### src/rtl/exec_alu_unit.sv
// exec_alu_unit: execute stage with ALU control decode, ALU, PC+4, branch target and branch decision.
// Decode is combinational; every datapath result is registered with one-cycle latency.
module exec_alu_unit #(
    parameter int WIDTH = 64
) (
    input  logic             clk,
    input  logic             reset,
    input  logic             valid_in,
    input  logic [1:0]       alu_op,
    input  logic [10:0]      opcode,
    input  logic [WIDTH-1:0] operand_a,
    input  logic [WIDTH-1:0] operand_b,
    input  logic [WIDTH-1:0] pc,
    input  logic [WIDTH-1:0] imm,
    input  logic             branch,
    output logic [3:0]       alu_ctrl,
    output logic [WIDTH-1:0] result,
    output logic             zero,
    output logic [WIDTH-1:0] pc_plus4,
    output logic [WIDTH-1:0] branch_target,
    output logic             take_branch,
    output logic             illegal,
    output logic             valid_out
);
    localparam logic [10:0] OP_ADD = 11'b10001011000;
    localparam logic [10:0] OP_SUB = 11'b11001011000;
    localparam logic [10:0] OP_AND = 11'b10001010000;
    localparam logic [10:0] OP_ORR = 11'b10101010000;

    logic [3:0]       w_ctrl;
    logic             w_illegal;
    logic [WIDTH-1:0] w_result;
    logic             w_zero;

    always_comb begin
        w_ctrl    = alu_op == 2'b00   ? 4'b0010 :
                    alu_op[0]         ? 4'b0111 :
                    opcode == OP_SUB  ? 4'b0110 :
                    opcode == OP_AND  ? 4'b0000 :
                    opcode == OP_ORR  ? 4'b0001 : 4'b0010;
        w_illegal = alu_op == 2'b10 && opcode != OP_ADD && opcode != OP_SUB &&
                    opcode != OP_AND && opcode != OP_ORR;
    end

    always_comb begin
        w_result = '0;
        case (w_ctrl)
            4'b0000: w_result = operand_a & operand_b;
            4'b0001: w_result = operand_a | operand_b;
            4'b0010: w_result = operand_a + operand_b;
            4'b0110: w_result = operand_a + ~operand_b + WIDTH'(1);
            4'b0111: w_result = operand_b;
            4'b1100: w_result = ~(operand_a | operand_b);
            default: w_result = '0;
        endcase
        w_zero = w_result == '0;
    end

    assign alu_ctrl = w_ctrl;

    // Idle cycles drop the single-cycle flags but keep the datapath values.
    always_ff @(posedge clk) begin
        if (reset) begin
            result        <= '0;
            zero          <= 1'b1;
            pc_plus4      <= '0;
            branch_target <= '0;
            take_branch   <= 1'b0;
            illegal       <= 1'b0;
            valid_out     <= 1'b0;
        end else if (valid_in) begin
            result        <= w_result;
            zero          <= w_zero;
            pc_plus4      <= pc + WIDTH'(4);
            branch_target <= pc + (imm << 2);
            take_branch   <= branch & w_zero;
            illegal       <= w_illegal;
            valid_out     <= 1'b1;
        end else begin
            take_branch   <= 1'b0;
            illegal       <= 1'b0;
            valid_out     <= 1'b0;
        end
    end
endmodule

### config.mk
export PLATFORM = sky130hd
export DESIGN_NAME = exec_alu_unit
export DESIGN_NICKNAME = d
export VERILOG_FILES = /design/src/rtl/exec_alu_unit.sv
export SDC_FILE = /design/constraint.sdc
export NUM_CORES = 1
export LEC_CHECK = 0
export ABC_AREA = 1
export CAP_MARGIN = 25
export CELL_PAD_IN_SITES_DETAIL_PLACEMENT = 0
export CELL_PAD_IN_SITES_GLOBAL_PLACEMENT = 2
export CORE_MARGIN = 1
export CORE_UTILIZATION = 30
export DETAILED_ROUTE_END_ITERATION = 10
export GPL_ROUTABILITY_DRIVEN = 0
export GPL_TIMING_DRIVEN = 0
export PLACE_DENSITY_LB_ADDON = 0.1
export SYNTH_ARGS = -nofsm -noshare
export SYNTH_HDL_FRONTEND = slang
export SYNTH_SLANG_ARGS = --single-unit
### constraint.sdc
create_clock -name clk -period 6.4 [get_ports clk]
set_input_delay 0.64 -clock clk [delete_from_list [all_inputs] [get_ports clk]]
set_output_delay 0.64 -clock clk [all_outputs]
set_load 0.03 [all_outputs]
After elaboration in Yosys (flattened, before gate mapping)
Cells that the tools add are included.

word-level totals
  flip-flop bits (word level) = 196
  input port bits = 273
  output and inout port bits = 200

cells by class
  add/subtract/negate cells = 5
  eq/ne operators = 13
  multiplexer cells = 7
  bitwise operators = 6
  reduce and logical (&&, ||, !) cells = 8

operator list
  cell                     number
  $pmux W64 S6             1
  $add A64 B64 Y64         3
  $not A64 Y64             2
  $add A64 B1 Y64 const B  1
  $add A64 B3 Y64 const B  1
  $and A64 B64 Y64         1
  $logic_not A64 Y1        1
  $or A64 B64 Y64          1
  $ne A11 B11 Y1 const B   4
  $eq A11 B11 Y1 const B   3
  $mux W3                  3
  $eq A3 B3 Y1 const B     2
  $eq A3 B4 Y1 const B     1
  $logic_and A1 B1 Y1      4
  $logic_not A4 Y1         1
  $mux W2                  2
  $eq A3 B1 Y1 const B     1
  $eq A3 B2 Y1 const B     1
  $eq A2 B2 Y1 const B     1
  $logic_not A2 Y1         1
  $reduce_or A2 Y1         1
  $and A1 B1 Y1            1
  $mux W1                  1
  $not A1 Y1               1

Logic depth before layout (Yosys ltp)
Gate-level depths: netlist of run 1.

  depth after elaboration = 10
  depth in mapped cells = 25
  gate-level depth less buffers = 24

Worst setup path before layout of run 1
No wires, ideal clock.

  path type = input-to-reg
  start point = input port pc[2]
  end point = register branch_target[54]
  setup time = 115 ps
  arrival time = 2775 ps
  setup slack = 3510 ps
  stages on the path = 20
  cells stage by stage = ha_1 > inv_1 > fa_1 > nand3b_1 > nand2_1 > a21oi_1 > o21ai_1 > nand2_1 > nand2_1 > nand2_1 > nand2_1 > a21oi_1 > nor2_1 > nand2_1 > nand2_1 > nand2_1 > nand3_1 > nand2_1 > o21ai_0 > inv_1

between the ends
  word-level cells in the longest chain between the ends = 1

RTL lines
  what                    RTL line  text
  start: declaration      13        input logic [WIDTH-1:0] pc,
  $add A64 B64 Y64        75        branch_target <= pc + (imm << 2);
  end signal: assignment  75
  end: declaration        20        output logic [WIDTH-1:0] branch_target,

Every way passes these cells.
A chain may end at the register's enable or synchronous reset.

Worst setup path in the final report of run 1
  start point = input port operand_b[0]
  end point = register take_branch

between the ends
  word-level cells in the longest chain between the ends = 6

RTL lines
  what                    RTL line  text
  start: declaration      12        input logic [WIDTH-1:0] operand_b,
  $not A64 Y64            51        4'b0110: w_result = operand_a + ~operand_b + WIDTH'(1);
  $add A64 B64 Y64        51
  $add A64 B1 Y64         51
  $pmux W64 S6 (*)        47        case (w_ctrl)
  $logic_not A64 Y1 (*)   56        w_zero = w_result == '0;
  $and A1 B1 Y1 (*)       76        take_branch <= branch & w_zero;
  end signal: assignment  76
  end: declaration        21        output logic take_branch,

Mark *: on every way between the ends. The rest lies on a longest branch, timed or not.

==> out/summary.txt, run 1 <==
switching part of the total: 48.8%
data arrival time at the worst-slack endpoint: 5.04 ns
Int Power: 2.75 mW
peak clock frequency supported by timing: 0.216 GHz
boundary pin count: 473
power share of the sequential group: 25.6%
Port Buf Inserts: 466
type of the setup path with the least slack: input pin to flop
count of endpoints failing hold in the final timing report: 0
worst-case clock skew: 0 ns
Net Sw Power: 2.62 mW
FF-to-FF Start: branch_target[53]
via count: 34,008
core utilization of the finished layout: 37.9%
antenna-violating nets left: 0
setup violation total in the final timing report: 0
core footprint: 92,100 sq um
Tot GR Track Use: 30.9%
Max rail drop VDD: 0.204 mV
share of total power in the clock network: 21.6%
CTS Buf Count: 17
pwr dens: 154 nW/um^2
worst reg-to-reg setup slack: 5.36 ns
HPWL after detailed placement: 131,000 um
post-cts repair resize count: 0
Hold WC Path Type: flop to flop
time the worst path needs with I/O delays and setup: 4.63 ns
# hold bufs at CTS: 0
violation count after the first detailed-routing iteration: 3,043
average routed wire per standard cell: 22.0 um
number of nets in the synthesized netlist: 5,655
Die Area: 94,500 sq um
Least-Margin Pin Slew: 1.06 ns
count of yosys warnings during synthesis: 0
maximum number of pins on one net before global-route repair: 22
via count of the first global-routing pass: 31,208
clock sinks: 194
CTS H-tree depth: 4
end point of the worst hold path: zero
die span in x: 307 um
TritonCTS clock tree: yes
leakage dissipation: 18.7 nW
Avg Synthesized Cell Area: 5.47 sq um
length in cells of the worst reg-to-reg path: 3
distinct cell type count after synthesis: 64
register clock-pin slew on the reported worst setup and hold paths: 0.09 ns
type of destination of the critical path: flop
worst-skew pair later-pin latency: 0.47 ns
Cells after Synth: 5,117
average via count per standard cell: 4.95
Logic pwr share: 52.8%
Hold Path Stages: 2
Seq cells post-synth: 194
layout-stage area growth over the synthesis result: 24.7%
Post-Synthesis Cell Area: 28,000 sq um
clock root buffer master: sky130_fd_sc_hd__clkbuf_16
vertical die dimension: 307 um
number of rows created at floorplan: 111
setup tns final: 0 ns
sequential fraction of the synthesis area: 13.9%
relative slew slack: 29.1%
initial antenna violation count: 10
reg2reg end: branch_target[53]
unrepaired setup endpoints after global routing: false
Pins Over Slew Limit: 0
Critical Path RT: 6.81 ns
final critical-path share of the clock period: 72.4%
fraction of final layout cells with drive strength greater than 1: 3.97%
fill cell count: 10,743
1st-pass router iterations: 5
Final Net Count: 6,144
hold path start: zero
outcome: finished, final reports clean
initial standard-cell utilization of the core: 30.4%
first-pass GRT wire length: 213,000 um
total DRC errors in the routed layout: 0
MaxCap Viol Count: 0
maximum count of clock buffers along a single path: 2
post-CTS setup buffer count: 0
GRT Residual Overflow: 0
maximum fanout count along the critical path: 4
total wirelength of the detailed-routed design: 151,000 um
Worst setup SP type: input pin
==> stage by stage <==
step	total power, mW	area, sq um	hold WS (ns)	worst slack [ns]	instances
after floorplan	2.98	28000	0.608	3.51	5117
after global placement	4.17	34200	0.457	1.32	6826
after detailed placement	4.18	34300	0.464	1.31	6830
after CTS	5.35	34900	0.486	1.80	6862
after global routing	5.68	34900	0.506	1.50	6869
final	5.36	34900	0.485	1.77	6870
==> state kept, by name, indices dropped and copies added (netlist names) <==
register,cells
valid_out,1
take_branch,1
result,64
branch_target,62
zero,1
pc_plus4,64
illegal,1
==> final cells by class <==
class | instances | area [sq um] | share of cell area [%]
multi-input combinational | 3693 | 19300 | 55.4
timing repair buffer | 470 | 4720 | 13.5
inverter | 1085 | 4080 | 11.7
sequential | 194 | 3880 | 11.1
tap | 1243 | 1560 | 4.46
buffer | 145 | 712 | 2.04
clock buffer | 17 | 425 | 1.22
clock inverter | 15 | 188 | 0.538
antenna | 8 | 20.0 | 0.0573
==> Yosys cell counts, drive strengths merged <==
cell type	number	area share, %
nand2	1259	17
inv	1083	15
nor2	795	11
nand3	350	6.5
a21oi	281	5.1
o21ai	277	5.0
ha	262	12
dfxtp	194	14
xor2	88	2.8
buf	74	1.6
clkbuf	71	0.98
nor3	60	1.4
nand4	52	1.2
o22ai	45	1.0
o211ai	42	1.1
nor4	32	0.86
a31oi	28	0.63
xnor2	20	0.63
o21bai	19	0.51
o21a	13	0.35
o221ai	12	0.38
a21o	9	0.24
a221oi	8	0.25
a21boi	7	0.19
and2	6	0.14
nand3b	5	0.13
or2	5	0.11
a31o	3	0.094
fa	3	0.21
o221a	3	0.12
and3	2	0.045
clkinv	2	0.027
a211oi	1	0.027
a311oi	1	0.031
conb	1	0.013
nor2b	1	0.022
nor3b	1	0.027
nor4b	1	0.054
o31ai	1	0.027
==> worst max-delay path by stage <==
stage,startpoint,end,slack [ns],depth (start not counted)
after floorplan,pc[2],branch_target[54],3.51,20
after CTS,operand_b[0],take_branch,1.80,21
after detailed placement,operand_b[0],take_branch,1.31,21
after global placement,operand_b[0],take_branch,1.32,21
final,operand_b[0],take_branch,1.77,21
after global routing,operand_b[0],take_branch,1.50,21
==> layout by cell type, fill, tap and decap left out, types with 20 or more instances in the layout <==
| cell | n |
|---|---|
| sky130_fd_sc_hd__clkbuf_1 | 64 |
| sky130_fd_sc_hd__nand3_1 | 342 |
| sky130_fd_sc_hd__xnor2_1 | 20 |
| sky130_fd_sc_hd__nor4_1 | 27 |
| sky130_fd_sc_hd__xor2_1 | 88 |
| sky130_fd_sc_hd__ha_1 | 262 |
| sky130_fd_sc_hd__inv_1 | 1058 |
| sky130_fd_sc_hd__nand4_1 | 50 |
| sky130_fd_sc_hd__o21ai_1 | 27 |
| sky130_fd_sc_hd__clkdlybuf4s50_1 | 466 |
| sky130_fd_sc_hd__inv_2 | 24 |
| sky130_fd_sc_hd__dfxtp_1 | 194 |
| sky130_fd_sc_hd__o21ai_0 | 248 |
| sky130_fd_sc_hd__o22ai_1 | 45 |
| sky130_fd_sc_hd__buf_2 | 49 |
| sky130_fd_sc_hd__a21oi_1 | 277 |
| sky130_fd_sc_hd__nor2_2 | 23 |
| sky130_fd_sc_hd__a31oi_1 | 28 |
| sky130_fd_sc_hd__nor2_1 | 763 |
| sky130_fd_sc_hd__o211ai_1 | 42 |
| sky130_fd_sc_hd__nand2_1 | 1247 |
| sky130_fd_sc_hd__nor3_1 | 47 |
==> worst max-delay path, stage by stage <==
cell and delay, ns:
sky130_fd_sc_hd__clkdlybuf4s50_1 0.54, sky130_fd_sc_hd__ha_1 0.30, sky130_fd_sc_hd__inv_1 0.08, sky130_fd_sc_hd__fa_1 0.49, sky130_fd_sc_hd__o21ai_2 0.29, sky130_fd_sc_hd__nand2_1 0.10
sky130_fd_sc_hd__nand2_1 0.15, sky130_fd_sc_hd__nand2_1 0.09, sky130_fd_sc_hd__nand2_1 0.16, sky130_fd_sc_hd__nand2_1 0.07, sky130_fd_sc_hd__nand2_1 0.30, sky130_fd_sc_hd__nand2_1 0.18
sky130_fd_sc_hd__nand2_1 0.09, sky130_fd_sc_hd__nand2_1 0.05, sky130_fd_sc_hd__nand3_1 0.06, sky130_fd_sc_hd__nand3_1 0.33, sky130_fd_sc_hd__nor2_1 0.21, sky130_fd_sc_hd__nand4_1 0.21
sky130_fd_sc_hd__nor2_1 0.15, sky130_fd_sc_hd__nand4_1 0.35, sky130_fd_sc_hd__nor2_1 0.18
==> cells by family (layout without fill, tap and decap cells) <==
logic type | after synthesis | count (layout) | synth area share (%)
AO/OA/AOI/OAI | 750 | 750 | 15.0
XOR/XNOR | 108 | 108 | 3.38
AND/OR/NAND/NOR | 2569 | 2569 | 38.7
adder cells (fa/ha/maj) | 265 | 265 | 11.9
buffers and inverters | 1230 | 1732 | 17.1
flip-flops | 194 | 194 | 13.9
other | 1 | 9 | 0.0134
==> power groups by stage <==
stage                     clock network [mW]  registers, mW  logic [mW]
after CTS                               1.18           1.37        2.79
after global placement                     0           1.40        2.77
after floorplan                            0           1.58        1.41
final                                   1.16           1.37        2.83
after detailed placement                   0           1.40        2.78
after global routing                    1.24           1.38        3.06
==> metal layers <==
| metal | part of all wire (%) | global-route usage [%] |
|---|---|---|
| met5 | 0.0086 | 0 |
| met4 | 3.1 | 8.84 |
| met3 | 7.1 | 4.29 |
| met2 | 43 | 48.0 |
| met1 | 47 | 44.1 |
Power figures use the tool's default switching activity.
==> run 2: changes to the inputs <==
Settings changed: CORE_UTILIZATION 30 to 28.
Clock period 6.4 ns to 4.9 ns, I/O delays scaled along.
==> out/summary.txt, run 2 (same netlist as run 1, synthesis figures left out) <==
GRT Residual Overflow: 0
first-pass GRT wire length: 222,000 um
Hold WC Path Type: input pin to flop
1st-pass router iterations: 6
via count: 33,892
register clock-pin slew on the reported worst setup and hold paths: 0.09 ns
Pins Over Slew Limit: 0
average via count per standard cell: 4.90
worst-case clock skew: 0 ns
Worst setup SP type: input pin
maximum count of clock buffers along a single path: 2
Port Buf Inserts: 466
commonest cells after routing, fill and taps aside: sky130_fd_sc_hd__nand2_1, sky130_fd_sc_hd__inv_1, sky130_fd_sc_hd__nor2_1
most common cell after layout, fill and taps aside: sky130_fd_sc_hd__nand2_1
relative slew slack: 26.4%
final instance count without filler cells: 6,910
post-CTS setup buffer count: 0
worst-skew pair later-pin latency: 0.52 ns
clock root buffer master: sky130_fd_sc_hd__clkbuf_16
initial standard-cell utilization of the core: 28.4%
count of endpoints failing hold in the final timing report: 0
unrepaired setup endpoints after global routing: false
via count of the first global-routing pass: 31,824
time the worst path needs with I/O delays and setup: 4.60 ns
core utilization of the finished layout: 35.4%
number of rows created at floorplan: 115
die span in x: 318 um
clock sinks: 194
data arrival time at the worst-slack endpoint: 5.05 ns
HPWL after detailed placement: 137,000 um
type of the setup path with the least slack: input pin to flop
leakage dissipation: 18.7 nW
Hold WS: 0.360 ns
fraction of final layout cells with drive strength greater than 1: 3.99%
final critical-path share of the clock period: 93.8%
antenna-violating nets left: 0
setup tns final: 0 ns
peak clock frequency supported by timing: 0.217 GHz
power after layout: 7.10 mW
CTS H-tree depth: 4
CTS Buf Count: 17
boundary pin count: 473
DP Cell Count: 6,875
# hold bufs at CTS: 0
Critical Path RT: 5.36 ns
outcome: finished, final reports clean
Tot GR Track Use: 30.0%
total DRC errors in the routed layout: 0
Die Area: 101,000 sq um
pwr dens: 203 nW/um^2
Least-Margin Pin Slew: 1.10 ns
core footprint: 98,700 sq um
TritonCTS clock tree: yes
Final Net Count: 6,145
Max rail drop VDD: 0.298 mV
total wirelength of the detailed-routed design: 157,000 um
vertical die dimension: 318 um
setup violation total in the final timing report: 0
type of destination of the critical path: flop
top flop regs: pc_plus4 (64), result (64), branch_target (62)
post-cts repair resize count: 0
layout-stage area growth over the synthesis result: 25.0%
MaxCap Viol Count: 0
initial antenna violation count: 4
maximum number of pins on one net before global-route repair: 24
average routed wire per standard cell: 22.7 um
maximum fanout count along the critical path: 7
violation count after the first detailed-routing iteration: 2,926
==> run 2: worst max-delay path, stage by stage <==
cell and delay [ns]:
sky130_fd_sc_hd__clkdlybuf4s50_1 0.50, sky130_fd_sc_hd__inv_1 0.08, sky130_fd_sc_hd__ha_1 0.49, sky130_fd_sc_hd__nand2_1 0.17, sky130_fd_sc_hd__nor2_1 0.40, sky130_fd_sc_hd__nand2_1 0.37, sky130_fd_sc_hd__nor2_1 0.18, sky130_fd_sc_hd__nand2_1 0.14
sky130_fd_sc_hd__nand3_1 0.32, sky130_fd_sc_hd__nand2_1 0.18, sky130_fd_sc_hd__nand2_1 0.10, sky130_fd_sc_hd__nand2_1 0.05, sky130_fd_sc_hd__nand3_1 0.18, sky130_fd_sc_hd__nand3_1 0.39, sky130_fd_sc_hd__nor2_1 0.20, sky130_fd_sc_hd__nand2_1 0.07
sky130_fd_sc_hd__nor3_1 0.22, sky130_fd_sc_hd__nand4_1 0.33, sky130_fd_sc_hd__nor2_1 0.17
==> run 2: worst paths after layout <==
check | end | slack, ns | depth (start not counted) | from
setup / recovery | take_branch | 0.30 | 19 | operand_b[21]
hold / removal | illegal | 0.36 | 3 | opcode[8]
setup reg to reg | branch_target[53] | 4.02 | 3 | branch_target[53]
hold reg to reg | branch_target[62] | 0.49 | 2 | branch_target[62]
==> run 2: layout make-up <==
type	instances	area, sq um
Inverter	1085	4080
Sequential cell	194	3880
Fill cell	11394	63700
Clock inverter	15	213
Tap cell	1287	1610
Clock buffer	17	425
Multi-Input combinational cell	3693	19300
Timing Repair Buffer	471	4740
Buffer	145	712
Antenna cell	3	7.51
==> run 2: stage by stage <==
| step | cell area (sq um) | setup WS (ns) |
|---|---|---|
| global placement | 34300 | 0.0332 |
| floorplan | 28000 | 2.16 |
| global route | 35000 | 0.255 |
| detailed placement | 34300 | 0.101 |
| CTS | 35000 | 0.656 |
| finish | 35000 | 0.302 |
==> run 2: routing by layer <==
layer,global-route usage (%),vias to the layer above,wire (um)
met1,40.6,15772,72700
met5,0,-,0
li1,-,16929,-
met2,49.7,1062,70900
met3,4.22,129,9180
met4,7.73,0,3780
==> run 2: power breakdown <==
group | switching (mW) | internal (mW) | total (mW)
sequential | 0.0926 | 1.71 | 1.80
combinational | 2.53 | 1.19 | 3.71
clock | 0.869 | 0.716 | 1.58
